[config.mk]
export PLATFORM = sky130hd
export DESIGN_NAME = life_scheduler
export DESIGN_NICKNAME = d
export VERILOG_FILES = /design/src/rtl/life_pkg.sv /design/src/rtl/life_cell_eval.sv /design/src/rtl/life_scheduler.sv
export SDC_FILE = /design/constraint.sdc
export NUM_CORES = 2
export LEC_CHECK = 0
export ABC_CLOCK_PERIOD_IN_PS = 49100
export CAP_MARGIN = 20
export CORE_MARGIN = 2
export CORE_UTILIZATION = 23
export CTS_CLUSTER_DIAMETER = 60
export DETAILED_ROUTE_END_ITERATION = 8
export HOLD_SLACK_MARGIN = 0.05
export PLACE_DENSITY_LB_ADDON = 0.3
export SYNTH_ARGS = -nofsm -noshare
export SYNTH_HDL_FRONTEND = slang
export SYNTH_SLANG_ARGS = --single-unit
[constraint.sdc]
create_clock -name clk -period 49.1 [get_ports clk]
set_clock_uncertainty 0.15 [all_clocks]
set_input_delay 4.91 -clock clk [delete_from_list [all_inputs] [get_ports clk]]
set_output_delay 4.91 -clock clk [all_outputs]
set_load 0.1 [all_outputs]
[src/rtl/life_pkg.sv]
// rtl/life_pkg.sv - shared board geometry, colour codes and FSM states for the Life scheduler
package life_pkg;

   localparam int ROWS = 12;
   localparam int COLS = 12;

   localparam logic [1:0] COL_DEAD     = 2'b00;
   localparam logic [1:0] COL_CUR_DEAD = 2'b01;
   localparam logic [1:0] COL_CUR_LIVE = 2'b10;
   localparam logic [1:0] COL_LIVE     = 2'b11;

   typedef enum logic [1:0] {IDLE, SCAN, COMMIT, CLEAR} state_t;

   function automatic logic [1:0] cell_colour(input logic alive, input logic at_cursor);
      if (alive)
         return at_cursor ? COL_CUR_LIVE : COL_LIVE;
      else
         return at_cursor ? COL_CUR_DEAD : COL_DEAD;
   endfunction

endpackage

[src/rtl/life_cell_eval.sv]
// rtl/life_cell_eval.sv - B3/S23 next-state for one cell from its eight neighbours
module life_cell_eval (
   input  logic [7:0] nbrs,
   input  logic       self_alive,
   output logic       next_alive
);

   logic [3:0] count;

   always_comb begin
      count = '0;
      for (int i = 0; i < 8; i++)
         count = count + {3'b000, nbrs[i]};
      next_alive = (count == 4'd3) || (self_alive && (count == 4'd2));
   end

endmodule

[src/rtl/life_scheduler.sv]
// rtl/life_scheduler.sv - Game-of-Life board owner: edits, clear, one-cell-per-cycle generation scan
module life_scheduler #(
   parameter int ROWS     = life_pkg::ROWS,
   parameter int COLS     = life_pkg::COLS,
   parameter int TICK_DIV = 50_000_000,
   parameter int WRAP     = 1
) (
   input  logic                             clk,
   input  logic                             reset_btn,
   input  logic                             run_en,
   input  logic                             step_req,
   input  logic                             clear_req,
   input  logic                             edit_req,
   input  logic [3:0]                       cursor_row,
   input  logic [3:0]                       cursor_col,
   input  logic                             cursor_en,
   output logic [ROWS-1:0][COLS-1:0][1:0]   pixiv,
   output logic                             busy,
   output logic [15:0]                      generation,
   output logic                             gen_done
);

   import life_pkg::*;

   localparam logic [3:0]  R_LAST = 4'(ROWS - 1);
   localparam logic [3:0]  C_LAST = 4'(COLS - 1);
   localparam logic [31:0] T_LAST = 32'(TICK_DIV - 1);

   state_t                 state, state_nxt;
   logic [ROWS-1:0][COLS-1:0] cur, nxt;
   logic [3:0]             r, c;
   logic [31:0]            tick_cnt;
   logic                   tick_pend, clr_pend, tick_hit;
   logic                   cursor_ok, start_scan, do_edit;
   logic [3:0]             ru, rd, cl, cr;
   logic                   vu, vd, vl, vr;
   logic [7:0]             nbrs;
   logic                   cell_next;

   assign cursor_ok = ({1'b0, cursor_row} < 5'(ROWS)) && ({1'b0, cursor_col} < 5'(COLS));
   assign tick_hit  = run_en && (tick_cnt == T_LAST);
   assign busy      = (state == SCAN) || (state == COMMIT);
   assign gen_done  = (state == COMMIT);

   // Neighbour coordinates wrap; the valid flags mask off-board cells when WRAP is 0.
   always_comb begin
      ru = (r == 4'd0)   ? R_LAST : r - 4'd1;
      rd = (r == R_LAST) ? 4'd0   : r + 4'd1;
      cl = (c == 4'd0)   ? C_LAST : c - 4'd1;
      cr = (c == C_LAST) ? 4'd0   : c + 4'd1;
      vu = (WRAP != 0) || (r != 4'd0);
      vd = (WRAP != 0) || (r != R_LAST);
      vl = (WRAP != 0) || (c != 4'd0);
      vr = (WRAP != 0) || (c != C_LAST);
      nbrs[0] = vu & vl & cur[ru][cl];
      nbrs[1] = vu &      cur[ru][c];
      nbrs[2] = vu & vr & cur[ru][cr];
      nbrs[3] =      vl & cur[r][cl];
      nbrs[4] =      vr & cur[r][cr];
      nbrs[5] = vd & vl & cur[rd][cl];
      nbrs[6] = vd &      cur[rd][c];
      nbrs[7] = vd & vr & cur[rd][cr];
   end

   life_cell_eval u_eval (
      .nbrs       (nbrs),
      .self_alive (cur[r][c]),
      .next_alive (cell_next)
   );

   always_ff @(posedge clk or posedge reset_btn) begin
      if (reset_btn)
         state <= IDLE;
      else
         state <= state_nxt;
   end

   always_comb begin
      state_nxt  = state;
      start_scan = 1'b0;
      do_edit    = 1'b0;
      case (state)
         IDLE: begin
            if (clear_req || clr_pend) begin
               state_nxt = CLEAR;
            end else if (edit_req) begin
               do_edit = cursor_ok;
            end else if (step_req || tick_pend) begin
               state_nxt  = SCAN;
               start_scan = 1'b1;
            end
         end
         SCAN:    if (r == R_LAST && c == C_LAST) state_nxt = COMMIT;
         COMMIT:  state_nxt = IDLE;
         CLEAR:   state_nxt = IDLE;
         default: state_nxt = IDLE;
      endcase
   end

   always_ff @(posedge clk or posedge reset_btn) begin
      if (reset_btn) begin
         cur        <= '0;
         nxt        <= '0;
         r          <= '0;
         c          <= '0;
         generation <= '0;
         tick_cnt   <= '0;
         tick_pend  <= 1'b0;
         clr_pend   <= 1'b0;
      end else begin
         if (!run_en || tick_cnt == T_LAST)
            tick_cnt <= '0;
         else
            tick_cnt <= tick_cnt + 32'd1;

         // A fresh tick beats the consume so a tick landing on the start cycle is not lost.
         if (tick_hit)
            tick_pend <= 1'b1;
         else if (start_scan)
            tick_pend <= 1'b0;

         if (state == CLEAR)
            clr_pend <= 1'b0;
         else if (busy && clear_req)
            clr_pend <= 1'b1;

         if (do_edit)
            cur[cursor_row][cursor_col] <= ~cur[cursor_row][cursor_col];

         if (start_scan) begin
            r <= '0;
            c <= '0;
         end

         if (state == SCAN) begin
            nxt[r][c] <= cell_next;
            if (c == C_LAST) begin
               c <= '0;
               r <= (r == R_LAST) ? 4'd0 : r + 4'd1;
            end else begin
               c <= c + 4'd1;
            end
         end

         if (state == COMMIT) begin
            cur        <= nxt;
            generation <= generation + 16'd1;
         end

         if (state == CLEAR) begin
            cur        <= '0;
            generation <= '0;
         end
      end
   end

   always_ff @(posedge clk or posedge reset_btn) begin
      if (reset_btn) begin
         pixiv <= '0;
      end else begin
         for (int i = 0; i < ROWS; i++)
            for (int j = 0; j < COLS; j++)
               pixiv[i][j] <= cell_colour(cur[i][j],
                  cursor_en && cursor_ok && (cursor_row == 4'(i)) && (cursor_col == 4'(j)));
      end
   end

endmodule

---- Word-level counts from Yosys, hierarchy flattened ----
Index checks and enable logic that the tools add are counted.
cells by class
  add/sub/neg operators ................... 13
  $lt $le $gt $ge ......................... 14
  equal/unequal tests ..................... 33
  mux-type cells .......................... 501
  bitwise logic cells ..................... 1
  reduce and logical (&&, ||, !) cells .... 184
operators by type and width
  operator                                                                       number
  144-bit two-way mux                                                            3
  1-bit two-way mux                                                              311
  2-bit two-way mux                                                              148
  144-bit bitwise mux                                                            2
  12-bit binary-select mux with 4-bit select                                     4
  1-bit logical AND                                                              166
  12-bit demux with 4-bit select                                                 2
  12-bit two-way mux                                                             6
  1-bit binary-select mux with 4-bit select                                      10
  4-bit == test (second input constant)                                          10
  4-bit by 5-bit less-than comparator with 1-bit output (second input constant)  8
  4-bit two-way mux                                                              9
  32-bit by 1-bit adder with 32-bit output (second input constant)               1
  32-bit by 26-bit == test with 1-bit output (second input constant)             1
  4-bit by 3-bit == test with 1-bit output (second input constant)               8
  16-bit two-way mux                                                             2
  32-bit two-way mux                                                             1
  4-bit by 1-bit adder with 4-bit output                                         6
  4-bit by 2-bit == test with 1-bit output (second input constant)               6
  16-bit by 1-bit adder with 16-bit output (second input constant)               1
  4-bit by 1-bit >= comparator with 1-bit output (second input constant)         4
  4-bit logical NOT                                                              4
  4-bit by 1-bit adder with 4-bit output (second input constant)                 2
  1-bit demux with 4-bit select                                                  2
  17 further kinds                                                               29
storage, ports and cells
  bits in registers ....................... 636
  bits of input ports ..................... 15
  output and inout bits ................... 306
  logic and storage cells ................. 921

---- Depth between registers and ports, before layout ----
  depth after elaboration ................. 17
  mapped depth ............................ 31
  gate-level depth less buffers ........... 23

---- Hierarchy ----
A second synthesis with hierarchy kept.
unflattened totals
  cells, all modules ...................... 3,066
  area, all modules ....................... 31,989.4 µm²
by module, submodules not included
  module          times used  cells an instance  area each (µm²)  sequential area each (µm²)
  life_scheduler  1           3,043              31,789.2         15,915.3
  life_cell_eval  1           23                 200.2            0.0

---- Least setup slack after synthesis ----
Ideal clock, no wire load.
  kind .................................... input to register
  from .................................... in cursor_row[1]
  to ...................................... reg cur[70] in the netlist's numbering
  setup time .............................. 0.095 ns
  arrival ................................. 7.178 ns
  required time ........................... 48.855 ns
  slack ................................... 41.676 ns
  stages on the path ...................... 12
  path buffers ............................ 4
  cell sequence ........................... buf_6 > buf_6 > buf_2 > mux4_2 > a21oi_1 > o21ai_0 > and4_1 > a2bb2o_1 > buf_2 > nor4_4 > nand2_1 > o31ai_1
on the way
  cells in the longest elaborated chain, start to end .. 9
  elaborated cells between the ends (all ways) .. 20
  those cells by class .................... 3 x order compare; 13 x mux; 1 x bitwise; 3 x reduce/logical
RTL lines
  what                                        line                   text
  start, declared                             life_scheduler.sv:14   input logic [3:0] cursor_row,
  12-bit binary-select mux with 4-bit select  life_scheduler.sv:128  cur[cursor_row][cursor_col] <= ~cur[cursor_row][cursor_col];
  12-bit two-way mux (not written as such)    life_scheduler.sv:128
  1-bit binary-select mux with 4-bit select   life_scheduler.sv:128
  1-bit two-way mux (not written as such)     life_scheduler.sv:128
  1-bit inverter                              life_scheduler.sv:128
  144-bit bitwise mux                         life_scheduler.sv:128
  144-bit two-way mux                         life_scheduler.sv:127  if (do_edit)
  144-bit two-way mux                         life_scheduler.sv:145  if (state == COMMIT) begin
  144-bit two-way mux                         life_scheduler.sv:150  if (state == CLEAR) begin
  end signal, assigned by index               life_scheduler.sv:128
  end signal, assigned                        life_scheduler.sv:146  cur <= nxt;
  end, declared                               life_scheduler.sv:30   logic [ROWS-1:0][COLS-1:0] cur, nxt;
Several ways; a longest one is shown, not always the timed one. The select of a mux whose other input is x is not followed.
A chain may end at the register's enable or synchronous reset.

---- Worst setup path after layout ----
  from .................................... in cursor_row[2]
  to ...................................... reg cur[4] in the netlist's numbering
Same word-level chain as after synthesis.

==> impl_metrics.json <==
{
  "first_pass_iters": 6,
  "status": "completed",
  "portBuffers": 320,
  "synth_area_per_cell_sq_um": 10.4,
  "worst-path-buf-inv": 3,
  "synth_most_common_cell": "dfrtp_1",
  "path_delay_family": "simple AND/OR/NAND/NOR gates",
  "reg2reg_slack_ns": 40.57,
  "worst_slew_pin_slew_ns": 1.19,
  "layout-drive-gt1-share_pct": 11.8,
  "critical_path_arrival_ns": 9.27,
  "vias": 26874,
  "cap_violations": 0,
  "synth_top_area_cell": "dfrtp_1",
  "cts_sinks": 636,
  "post_cts_buffers": 0,
  "crit_path_end_kind": "flip-flop",
  "synthTopCellsByCount": "dfrtp_1, nand2_1, nor2_1",
  "fin_nets": 3379,
  "yosysTopAreaCellShare_pct": 49.4,
  "netlist_area_sq_mm": 0.0322,
  "path_depth": 11,
  "yosys-top-cells-area": "dfrtp_1, mux4_2, nand2_1",
  "grt_use_total_pct": 18.6,
  "wl_per_cell_um": 25.7,
  "fmax_mhz": 112,
  "grt_max_degree": 136,
  "fin_tns_setup_ns": 0,
  "place_hpwl_um": 92200,
  "hold_depth": 2,
  "htree_levels": 3,
  "antenna_found_initial": 9,
  "drtIter0Drc": 3416,
  "synth-edff-count": 0,
  "placed_cell_area_sq_mm": 0.0373,
  "synthArstFlopShare_pct": 100,
  "totalWireLength_um": 136000,
  "hp-class": "flip-flop to flip-flop",
  "setup_viol": 0,
  "hold_viol_final": 0,
  "relSlewSlack_pct": 20.8,
  "report.final.slew_viol_count": 0,
  "synth-seq-cells": 636,
  "slowest_stage": "nor2_2",
  "ant_nets": 0,
  "grt_pass1_vias": 25942,
  "vias_per_cell": 5.09,
  "clk_latency_ns": 0.67,
  "max_stage_delay_ns": 0.92,
  "synth-seq-area-share_pct": 49.4,
  "area_growth_pct": 23.9,
  "instances_no_fill": 5277,
  "drc_errors": 0,
  "crit_type": "primary input to flip-flop",
  "path_clk_slew_ns": 0.06,
  "grt_pass1_wl_um": 194000,
  "synth.distinct_cells": 96,
  "numCtsBuffers": 75,
  "rsz0062_at_grt": "no",
  "core_area_sq_mm": 0.139,
  "finalInstanceArea_sq_mm": 0.0399,
  "synthFlopType": "dfrtp_1",
  "grt_overflow": 0,
  "cts_tree": "done",
  "rows": 137,
  "dieWidth_um": 378,
  "ctsResizeCount": 0,
  "synthCells": 3101,
  "dp_cells": 5136,
  "die-area_sq_mm": 0.143,
  "ioPinCount": 321,
  "worstPathCellList": "clkdlybuf4s50_1, buf_4, nor2b_1, buf_4, a21oi_1, o21ai_0, nand4_2, nor2_2, nor2_4, a2111oi_0, nor3_1",
  "start_util_pct": 23.1,
  "cts_hold_buffers": 0,
  "synth_nets": 3139,
  "r2r_cells": 23,
  "crit_top_cell": "buf_4",
  "yosys_warnings": 0,
  "die_h_um": 378,
  "start_kind": "primary input",
  "period_share_pct": 18.2,
  "root_buffer": "clkbuf_16",
  "fin_crit_ns": 8.93,
  "clockBufferDepth": 3,
  "path_max_fanout": 28,
  "worstPathRequired_ns": 49.44,
  "place_congestion": 0.931
}
[layout by cell type (no fill, tap or decap), drive strengths merged, types with 87 or more instances in the layout]
| cell type | netlist | routed |
|---|---|---|
| clkdlybuf4s50 | 0 | 317 |
| dfrtp | 636 | 636 |
| a21oi | 132 | 132 |
| clkbuf | 174 | 104 |
| buf | 67 | 87 |
| o21ai | 253 | 253 |
| xnor2 | 154 | 154 |
| o31ai | 126 | 126 |
| mux4 | 119 | 119 |
| nand2 | 481 | 481 |
| mux2i | 100 | 100 |
| nor2 | 306 | 306 |
[cells by family after synthesis]
family,after synthesis,synth area share [%]
flip-flops,636,49.4
XOR/XNOR,183,4.98
buffers and inverters,266,3.98
adder cells (fa/ha/maj),23,0.987
multiplexers,236,12.2
AND/OR/NAND/NOR,1048,14.2
AO/OA/AOI/OAI,709,14.2
[worst min-delay path: cells and delay by family (launching register included)]
kind,cells,cell delay [ns]
AO/OA/AOI/OAI,1,0.06
flip-flops,1,0.34
AND/OR/NAND/NOR,1,0.05
[metal layers]
metal / vias up / wire length (um) / GRT usage [%]
li1: 11497 / - / -
met1: 13537 / 52700 / 23.6
met2: 1503 / 63700 / 30.0
met3: 327 / 12900 / 4.44
met4: 10 / 6460 / 8.64
met5: - / 57 / 0
[state kept, by name, summed over array words and instances (netlist names)]
name	flops
c	4
clr_pend	1
cur	144
generation	16
nxt	144
pixiv	288
r	4
state	2
tick_cnt	32
tick_pend	1
[area by class of cell]
cell class,instances,area [sq um]
antenna,2,5.00
clock buffer,104,2210
clock inverter,31,374
fill,14603,99300
inverter,25,106
multi-input combinational,2199,15100
sequential,636,15900
tap,1876,2350
timing repair buffer,404,3870
[stage by stage]
step / setup slack, ns / hold WS (ns) / utilization (%)
6_report: 40.17 / 0.304 / 28.7
4_1_cts: 40.13 / 0.296 / 28.6
5_1_grt: 39.56 / 0.346 / 28.7
3_5_place_dp: 39.45 / 0.309 / 26.8
3_3_place_gp: 39.42 / 0.303 / 26.7
2_1_floorplan: 26.22 / 0.293 / -
[final timing paths]
kind / start / end
worst max-delay path: cursor_row[2] / cur[4]
worst min-delay path: nxt[46] / cur[46]
worst min register to register: nxt[46] / cur[46]
worst max register to register: r[0] / nxt[4]
max in group asynchronous: reset_btn / generation[12]
min in group asynchronous: reset_btn / pixiv[67]
Power is left out: the tool's default activity adds up to more than one toggle a clock period on the data nets, which glitch-free logic cannot reach.
